$ cat src/rtl/sub_pipe_pkg.sv
// rtl/sub_pipe_pkg.sv - shared constants, result record and saturation limits for sub_pipe
package sub_pipe_pkg;

    localparam int MAX_STAGES    = 4;
    localparam int MAX_DATAWIDTH = 64;

    // Sized for the widest legal build; narrower instances use the low bits of diff.
    typedef struct packed {
        logic [MAX_DATAWIDTH-1:0] diff;
        logic                     borrow;
        logic                     ovf;
    } sub_res_t;

    function automatic logic [MAX_DATAWIDTH-1:0] signed_limit(input int width, input logic neg);
        logic [MAX_DATAWIDTH-1:0] w_top;
        w_top = {{(MAX_DATAWIDTH-1){1'b0}}, 1'b1} << (width - 1);
        signed_limit = neg ? w_top : (w_top - 1'b1);
    endfunction

endpackage

$ cat src/rtl/sub_pipe_stage.sv
// rtl/sub_pipe_stage.sv - one valid/ready register slice with bubble collapse
module sub_pipe_stage #(
    parameter int DW = 8
) (
    input  logic          i_clk,
    input  logic          i_rstn,
    input  logic          i_valid,
    output logic          o_ready,
    input  logic [DW-1:0] i_data,
    output logic          o_valid,
    input  logic          i_ready,
    output logic [DW-1:0] o_data
);

    logic          r_valid;
    logic [DW-1:0] r_data;

    // Empty slice accepts regardless of downstream, so bubbles are squeezed out.
    assign o_ready = !r_valid || i_ready;
    assign o_valid = r_valid;
    assign o_data  = r_data;

    always_ff @(posedge i_clk) begin
        if (!i_rstn) begin
            r_valid <= 1'b0;
            r_data  <= '0;
        end else if (o_ready) begin
            r_valid <= i_valid;
            if (i_valid) begin
                r_data <= i_data;
            end
        end
    end

endmodule

$ cat src/rtl/sub_pipe.sv
// rtl/sub_pipe.sv - pipelined a-b with borrow/overflow flags; SUB_PIPE_SAT_EN enables saturation
module sub_pipe
    import sub_pipe_pkg::*;
#(
    parameter int DATAWIDTH = 2,
    parameter int STAGES    = 1,
    parameter int SIGNED    = 0
) (
    input  logic                 Clk,
    input  logic                 Rst,
    input  logic [DATAWIDTH-1:0] a,
    input  logic [DATAWIDTH-1:0] b,
    input  logic                 in_valid,
    output logic                 in_ready,
    output logic [DATAWIDTH-1:0] diff,
    output logic                 borrow,
    output logic                 ovf,
    output logic                 out_valid,
    input  logic                 out_ready
);

    localparam int MSB   = DATAWIDTH - 1;
    localparam int DEPTH = (STAGES < 1) ? 1 : ((STAGES > MAX_STAGES) ? MAX_STAGES : STAGES);

    logic [DATAWIDTH-1:0]     w_diff_raw;
    logic [DATAWIDTH-1:0]     w_diff_fin;
    logic                     w_borrow;
    logic                     w_ovf;
    sub_res_t                 w_res;
    sub_res_t                 w_out;
    logic [MAX_DATAWIDTH-1:0] w_out_diff_unused;

    logic [DEPTH:0]           w_valid;
    logic [DEPTH:0]           w_ready;
    sub_res_t                 w_data [DEPTH+1];

    always_comb begin
        w_diff_raw = a - b;
        w_borrow   = (a < b);
        w_ovf      = (SIGNED != 0) && (a[MSB] != b[MSB]) && (w_diff_raw[MSB] != a[MSB]);
`ifdef SUB_PIPE_SAT_EN
        // Flags keep reporting the raw condition; only the value is clamped.
        w_diff_fin = w_diff_raw;
        if ((SIGNED != 0) && w_ovf) begin
            w_diff_fin = DATAWIDTH'(signed_limit(DATAWIDTH, a[MSB]));
        end else if ((SIGNED == 0) && w_borrow) begin
            w_diff_fin = '0;
        end
`else
        w_diff_fin = w_diff_raw;
`endif
        w_res        = '0;
        w_res.diff   = MAX_DATAWIDTH'(w_diff_fin);
        w_res.borrow = w_borrow;
        w_res.ovf    = w_ovf;
    end

    assign w_valid[0]     = in_valid;
    assign w_data[0]      = w_res;
    assign w_ready[DEPTH] = out_ready;

    for (genvar k = 0; k < DEPTH; k++) begin : g_stage
        sub_pipe_stage #(
            .DW ($bits(sub_res_t))
        ) u_stage (
            .i_clk   (Clk),
            .i_rstn  (Rst),
            .i_valid (w_valid[k]),
            .o_ready (w_ready[k]),
            .i_data  (w_data[k]),
            .o_valid (w_valid[k+1]),
            .i_ready (w_ready[k+1]),
            .o_data  (w_data[k+1])
        );
    end

    // Ready is a pure combinational chain from out_ready back to the input.
    assign in_ready          = Rst && w_ready[0];
    assign out_valid         = w_valid[DEPTH];
    assign w_out             = w_data[DEPTH];
    assign w_out_diff_unused = w_out.diff;
    assign diff              = w_out_diff_unused[DATAWIDTH-1:0];
    assign borrow            = w_out.borrow;
    assign ovf               = w_out.ovf;

endmodule

$ cat config.mk
export PLATFORM = sky130hd
export DESIGN_NAME = sub_pipe
export DESIGN_NICKNAME = d
export VERILOG_FILES = /design/src/rtl/sub_pipe_pkg.sv /design/src/rtl/sub_pipe_stage.sv /design/src/rtl/sub_pipe.sv
export SDC_FILE = /design/constraint.sdc
export NUM_CORES = 1
export LEC_CHECK = 0
export ABC_AREA = 1
export CORE_AREA = 2 2 39 41
export DETAILED_ROUTE_END_ITERATION = 8
export DIE_AREA = 0 0 41 43
export GPL_TIMING_DRIVEN = 0
export MAX_ROUTING_LAYER = met4
export PLACE_DENSITY = 0.52
export SLEW_MARGIN = 0
export SYNTH_ARGS = -nofsm -noshare
export SYNTH_HDL_FRONTEND = slang
export SYNTH_SLANG_ARGS = --single-unit
$ cat constraint.sdc
create_clock -name Clk -period 4.3 [get_ports Clk]
set_clock_uncertainty 0.1 [all_clocks]
set_input_delay 1.29 -clock Clk [delete_from_list [all_inputs] [get_ports Clk]]
set_output_delay 1.29 -clock Clk [all_outputs]
set_load 0.02 [all_outputs]
==> qor.yml, run 1 <==
die_x_microns: 41
timing.final.setup_violations: 0
cts_made_buffers: 3
clock_latency_ps: 230
die_height_microns: 43
synthMuxAreaShare_pct: 0
routedWlPerCell_microns: 7.27
synth_area_sq_um: 215
slew_violations: 0
cts_hold_buf: 0
powerDensity_nw_per_um2: 314
ys_seq_area_share_pct: 37.2
core_area_sq_um: 1380
grt_max_degree: 8
synth-simple-area-share_pct: 20.3
yosysTopAreaCell: "dfxtp_1"
holdCritPathClass: "reg -> reg"
sw_frac_of_total_pct: 25.7
synth_top_area_share_pct: 37.2
period_share_pct: 92.5
critPathKind: "in -> out"
setup-tns-final_ps: 0
cts_tree: "built"
detailedPlace.worstSlack_ps: 309
track_usage_pct: 6.80
synth_nets: 39
synth.area.top_cells: "dfxtp_1, a21oi_1, fa_1"
drt-initial-drc-count: 0
first_pass_iters: 1
async_flop_share_pct: 0
pwr-share-seq_pct: 35.5
cts-resized-gates: 0
synthCells: 29
ys_warn_count: 0
outcome: "complete, no violations"
synth_compound_area_share_pct: 11.6
drc: 0
rsz0062_at_grt: "no"
antenna_found_initial: 0
cts_root_buffer: "clkbuf_4"
fmax_mhz: 251
grt_pass1_wl_microns: 717
synthFlopType: "dfxtp_1"
start_util_pct: 15.6
synth_top_family_by_area: "simple AND/OR/NAND/NOR gates"
place_area_sq_um: 355
synth_edf_count: 0
nets: 56
num_io_pins: 14
leakagePower_nw: 0.178
num_antenna_cells: 0
synth_xor_area_share_pct: 0
io_buffers: 12
crit_chain: "clkdlybuf4s50_1 > inv_1 > a21oi_1 > clkdlybuf4s50_1"
row_count: 14
post_cts_buffers: 0
cpMostUsedCell: "clkdlybuf4s50_1"
p_int_w: 0.0000882
fin_util_pct: 27.3
gp_congestion: 0.735
power_frac_comb_pct: 25.7
p_sw_w: 0.0000306
endpoint_kind: "output port"
hold_viol: 0
final_area_sq_um: 378
overflow: 0
ys_top_cells_by_count: "a21oi_1, inv_1, dfxtp_1"
crit_required_ps: 2910
vdd_drop_max_uv: 178
synth_seq_cells: 4
cts.clk_slew.worst_paths_ps: 30
clockPowerShare_pct: 38.8
avgSynthCellArea_sq_um: 7.42
synth_fa_ha_area_share_pct: 15.1
crit_path_start_kind: "primary input"
nFillCells: 159
dieArea_sq_um: 1760
vias_per_cell: 3.55
drive_gt1_share_pct: 13.6
min_period_ps: 3980
cp_max_fo: 4
wl_microns: 436
grt_pass1_vias: 194
vias: 213
slowest_delay_ps: 610
synthDistinctLibCells: 12
cts_sinks: 4
htreeDepth: 1
areaGrowthSynthToFinish_pct: 75.6
hpwl_microns: 356
arrival_ps: 2590
fin_ws_ps: 321
max-cap-violations: 0
critPathSlowestCell: "clkdlybuf4s50_1"
clock_path_buffers: 2
drtAntennaViolNets: 0
[cell families after synthesis]
logic type               after synthesis
adder cells (fa/ha/maj)                2
flip-flops                             4
buffers and inverters                  7
AO/OA/AOI/OAI                          5
other                                  1
AND/OR/NAND/NOR                       10
[final timing paths]
kind / startpoint / end / slack [ps] / cells after the start
worst max-delay path: Rst / in_ready / 320 / 4
worst min-delay path: g_stage[0].u_stage.o_data[1]$_SDFFE_PN0P_ / g_stage[0].u_stage.o_data[1]$_SDFFE_PN0P_ / 390 / 2
worst min register to register: g_stage[0].u_stage.o_data[1]$_SDFFE_PN0P_ / g_stage[0].u_stage.o_data[1]$_SDFFE_PN0P_ / 390 / 2
worst max register to register: g_stage[0].u_stage.o_valid$_SDFFE_PN0N_ / g_stage[0].u_stage.o_data[2]$_SDFFE_PN0P_ / 3430 / 3
[flip-flops by register name (all words and copies together), names as in the netlist]
signal and count:
g_stage.u_stage.o_data 3, g_stage.u_stage.o_valid 1
[per-stage QoR]
stage	hold WS, ps	power [W]	std cells
after CTS	387	0.000122	60
after detailed placement	378	0.0000736	57
after global placement	375	0.0000737	57
after global routing	400	0.000128	60
after floorplan	473	0.0000575	29
final	386	0.000119	60
[cell usage in the layout, fill, tap and decap left out]
cell type / count
clkbuf_4: 3
buf_4: 1
inv_2: 1
inv_1: 5
dfxtp_1: 4
ha_1: 1
nand2_2: 1
nor2_1: 3
fa_1: 1
nand3_1: 3
conb_1: 1
clkdlybuf4s50_1: 12
nand2_1: 3
a21oi_1: 5
[layer usage]
layer  routed length (microns)  part of all wire [%]  global-route usage [%]
met1                       181                    42                    6.47
met2                       184                    42                    8.75
met3                        70                    16                    9.42
met4                         0                     0                       0
met5                         0                     0                       -
[worst max-delay path: cells and delay by family]
| kind | cells | cell delay, ps |
|---|---|---|
| compound gates | 1 | 110 |
| buf+inv | 3 | 1190 |
[area by class of cell]
cell class / count / area, sq um / share of cell area [%]
well taps: 16 / 20.0 / 5.30
clock buffers: 3 / 22.5 / 5.96
inverters: 6 / 22.5 / 5.96
repair buffers: 12 / 120 / 31.8
flip-flops and latches: 4 / 80.1 / 21.2
plain buffers: 1 / 7.51 / 1.99
multi-input cells: 18 / 105 / 27.8
[power by group through the flow]
stage	Clock [W]	Sequential, W	Combinational [W]
2_1_floorplan	0	0.0000463	0.0000112
3_3_place_gp	0	0.0000426	0.0000310
3_5_place_dp	0	0.0000427	0.0000310
4_1_cts	0.0000487	0.0000422	0.0000311
5_1_grt	0.0000522	0.0000423	0.0000337
6_report	0.0000460	0.0000422	0.0000306
Note: power is estimated with default switching activity, not from simulation.
==> inputs of run 2 (changes only) <==
CORE_AREA = 4 4 41 43   (was 2 2 39 41)
DIE_AREA = 0 0 45 47   (was 0 0 41 43)
GPL_TIMING_DRIVEN = default   (was 0)
==> run 2 against run 1 <==
Hold slack got worse by 4.4 ps; clock power about the same; critical path type unchanged; global-route usage decreased by 0.99 points; via count increased by 2.3%; maximum frequency decreased by 0.95%; routed wire length increased by 13%; highest routed layer unchanged; count of clock-buffer cells in the layout unchanged; total power decreased by 0.58%.
==> qor.yml, run 2 (synthesis results as in run 1) <==
outcome: "complete, no violations"
routedWlPerCell_microns: 8.47
cts_hold_buf: 0
setup-tns-final_ps: 0
dieArea_sq_um: 2120
num_antenna_cells: 0
wl_met2_microns: 195
cts-resized-gates: 0
fmax_mhz: 249
grt_pass1_wl_microns: 752
timing.critical_path.buf_inv: 3
crit_chain: "clkdlybuf4s50_1 > inv_1 > a21oi_1 > clkdlybuf4s50_1"
period_share_pct: 93.4
drt-initial-drc-count: 4
die_x_microns: 45
cts_made_buffers: 3
drive_gt1_share_pct: 11.6
holdCritPathClass: "reg -> reg"
whs_ps: 381
cts_root_buffer: "clkbuf_4"
final_cell_mix: "clkdlybuf4s50_1, inv_1, a21oi_1, dfxtp_1"
cpMostUsedCell: "clkdlybuf4s50_1"
met3_length_microns: 76
areaGrowthSynthToFinish_pct: 71.5
grt_max_degree: 8
drt-met1-wl_microns: 219
dp.cells: 55
drc: 0
largest_register_ffs: 3
overflow: 0
vias_per_cell: 3.76
die_height_microns: 47
num_io_pins: 14
endpoint_kind: "output port"
timing.rr.end: "g_stage[0].u_stage.o_data[3]$_SDFFE_PN0P_"
clock_path_buffers: 2
io_buffers: 12
hold_depth: 2
nets: 55
hold_viol: 0
cp_top_family: "buffers and inverters"
cp_max_fo: 4
min_period_ps: 4020
rsz0062_at_grt: "no"
critPathKind: "in -> out"
hpwl_microns: 378
crit_required_ps: 2910
vdd_drop_max_uv: 140
vias: 218
nFillCells: 144
top_layer: "met3"
fin_ws_ps: 283
crit_path_start_kind: "primary input"
grt_pass1_vias: 195
post_cts_buffers: 0
regToRegStartpoint: "g_stage[0].u_stage.o_valid$_SDFFE_PN0N_"
core_area_sq_um: 1300
row_count: 13
fin_cells: 58
cts_sinks: 4
gp_congestion: 0.653
critPathSlowestCell: "clkdlybuf4s50_1"
layout_commonest_cell: "clkdlybuf4s50_1"
drtAntennaViolNets: 0
slew_violations: 0
max-cap-violations: 0
antenna_found_initial: 0
ff2ff_setup_slack_ps: 3400
clock_latency_ps: 230
min_from: "g_stage[0].u_stage.o_data[2]$_SDFFE_PN0P_"
leakagePower_nw: 0.172
cts_tree: "built"
track_usage_pct: 5.81
powerDensity_nw_per_um2: 320
htreeDepth: 1
timing.final.setup_violations: 0
rr_worst_depth: 3
regArea_sq_um: 80.1
slowest_delay_ps: 610
detailedPlace.worstSlack_ps: 278
hold-path-endpoint: "g_stage[0].u_stage.o_data[2]$_SDFFE_PN0P_"
arrival_ps: 2630
fin_util_pct: 28.4
first_pass_iters: 4
cts.clk_slew.worst_paths_ps: 40
start_util_pct: 16.5
wl_microns: 491
cp-startpoint: "Rst"
multi_input_area_sq_um: 105
## run 2: worst reg2reg max path, cell delays in order, from the launching register on
cell	delay (ps)
dfxtp_1	350
nand2_2	120
a21oi_1	160
nor2_1	60
## run 2: routing by layer
layer	vias up	GRT usage [%]
li1	117	-
met1	90	5.73
met2	11	7.63
met3	0	6.13
met4	0	1.75
met5	-	-
## run 2: layout make-up
class                      instances  area share [%]
clock buffer                       3            6.10
inverter                           6            6.10
multi-input combinational         18            28.5
sequential                         4            21.7
tap                               15            5.08
timing repair buffer              12            32.5
## run 2: worst max path at each step
stage | end | slack [ps] | cells after the start
global placement | in_ready | 300 | 4
floorplan | in_ready | 1250 | 2
finish | in_ready | 280 | 4
CTS | in_ready | 280 | 4
global route | in_ready | 230 | 4
detailed placement | in_ready | 280 | 4
## run 2: power by group
part           internal, W  leakage (nW)  total (W)  switching [W]
logic            0.0000159         0.125  0.0000301      0.0000143
registers        0.0000404        0.0333  0.0000420     0.00000158
clock network    0.0000312        0.0138  0.0000459      0.0000148
## run 2: per-stage QoR
step                total power [W]  instance area [sq um]
finish                     0.000118                    369
detailed placement        0.0000730                    347
global placement          0.0000731                    347
CTS                        0.000121                    369
global route               0.000129                    369
floorplan                 0.0000575                    215
==> inputs of run 3 (changes only) <==
RECOVER_POWER = 50   (was default)
==> run 3 against run 2 <==
Via count unchanged; maximum frequency unchanged; routed wire length decreased by 0.20%; non-clock buffer count unchanged; sequential cell count unchanged; utilization unchanged; design area unchanged; clock power about the same; setup slack unchanged; hold slack got worse by 4.1 ps; count of clock-buffer cells in the layout unchanged; largest power group unchanged.
==> qor.yml, run 3 (synthesis results as in run 1) <==
outcome: "complete, no violations"
cts_hold_buf: 0
areaGrowthSynthToFinish_pct: 71.5
io_buffers: 12
cpMostUsedCell: "clkdlybuf4s50_1"
timing.critical_path.buf_inv: 3
cts_root_buffer: "clkbuf_4"
holdCritPathClass: "reg -> reg"
num_io_pins: 14
drt-initial-drc-count: 4
grt_pass1_wl_microns: 752
leakagePower_nw: 0.177
antenna_found_initial: 0
cts-resized-gates: 0
min_period_ps: 4020
final_cell_mix: "clkdlybuf4s50_1, inv_1, a21oi_1, dfxtp_1, dlygate4sd3_1"
min_from: "g_stage[0].u_stage.o_data[3]$_SDFFE_PN0P_"
overflow: 0
vias_per_cell: 3.76
vdd_drop_max_uv: 139
row_count: 13
drc: 0
timing.final.setup_violations: 0
cp_max_fo: 4
cp-startpoint: "Rst"
arrival_ps: 2630
cp_top_family: "buffers and inverters"
rsz0062_at_grt: "no"
cts_tree: "built"
regToRegStartpoint: "g_stage[0].u_stage.o_valid$_SDFFE_PN0N_"
die_height_microns: 47
crit_chain: "clkdlybuf4s50_1 > inv_1 > a21oi_1 > clkdlybuf4s50_1"
largest_register_ffs: 3
start_util_pct: 16.5
clock_latency_ps: 230
layout_commonest_cell: "clkdlybuf4s50_1"
cts_sinks: 4
endpoint_kind: "output port"
nets: 55
die_x_microns: 45
detailedPlace.worstSlack_ps: 278
critPathKind: "in -> out"
routedWlPerCell_microns: 8.45
first_pass_iters: 4
drtAntennaViolNets: 0
core_area_sq_um: 1300
place_area_sq_um: 347
vias: 218
max-cap-violations: 0
fin_util_pct: 28.4
nFillCells: 144
powerDensity_nw_per_um2: 317
hold_viol: 0
fin_ws_ps: 283
num_antenna_cells: 0
slowest_delay_ps: 610
hpwl_microns: 378
slew_violations: 0
period_share_pct: 93.4
critPathSlowestCell: "clkdlybuf4s50_1"
cts.clk_slew.worst_paths_ps: 40
wl_microns: 490
htreeDepth: 1
post_cts_buffers: 0
setup-tns-final_ps: 0
fmax_mhz: 249
track_usage_pct: 5.81
grt_max_degree: 8
crit_path_start_kind: "primary input"
grt_pass1_vias: 195
crit_required_ps: 2910
clock_path_buffers: 2
gp_congestion: 0.653
final_area_sq_um: 369
drive_gt1_share_pct: 11.6
dieArea_sq_um: 2120
cts_made_buffers: 3
run 3: routing by layer:
metal	vias up	wire length, microns	track usage [%]
met4	0	0	1.75
met1	90	218	5.73
li1	117	-	-
met5	-	0	-
met2	11	194	7.63
met3	0	76	6.13
run 3: cell type report:
| type | instances | area, sq um | share of cell area [%] |
|---|---|---|---|
| inverters | 6 | 22.5 | 6.10 |
| clock buffers | 3 | 22.5 | 6.10 |
| flip-flops and latches | 4 | 80.1 | 21.7 |
| well taps | 15 | 18.8 | 5.08 |
| repair buffers | 12 | 120 | 32.5 |
| multi-input cells | 18 | 105 | 28.5 |
run 3: where the power goes:
part | internal (W) | total, W | switching [W]
Sequential | 0.0000404 | 0.0000419 | 0.00000151
Clock | 0.0000312 | 0.0000459 | 0.0000148
Combinational | 0.0000149 | 0.0000292 | 0.0000143
run 3: final timing paths:
| check | endpoint | slack [ps] | depth (start not counted) |
|---|---|---|---|
| max | in_ready | 280 | 4 |
| min | g_stage[0].u_stage.o_data[3]$_SDFFE_PN0P_ | 380 | 2 |
| max reg2reg | g_stage[0].u_stage.o_data[3]$_SDFFE_PN0P_ | 3410 | 3 |
| min reg2reg | g_stage[0].u_stage.o_data[3]$_SDFFE_PN0P_ | 380 | 2 |
run 3: per-stage QoR:
stage	instances	hold slack, ps	total power (W)
finish	58	377	0.000117
detailed placement	55	374	0.0000730
global placement	55	373	0.0000731
CTS	58	389	0.000121
floorplan	29	473	0.0000575
global route	58	430	0.000128
run 3: worst register-to-register path, stage by stage (launching register included):
cell and delay [ps]:
dfxtp_1 350, nand2_2 120, a21oi_1 160, nor2_1 60
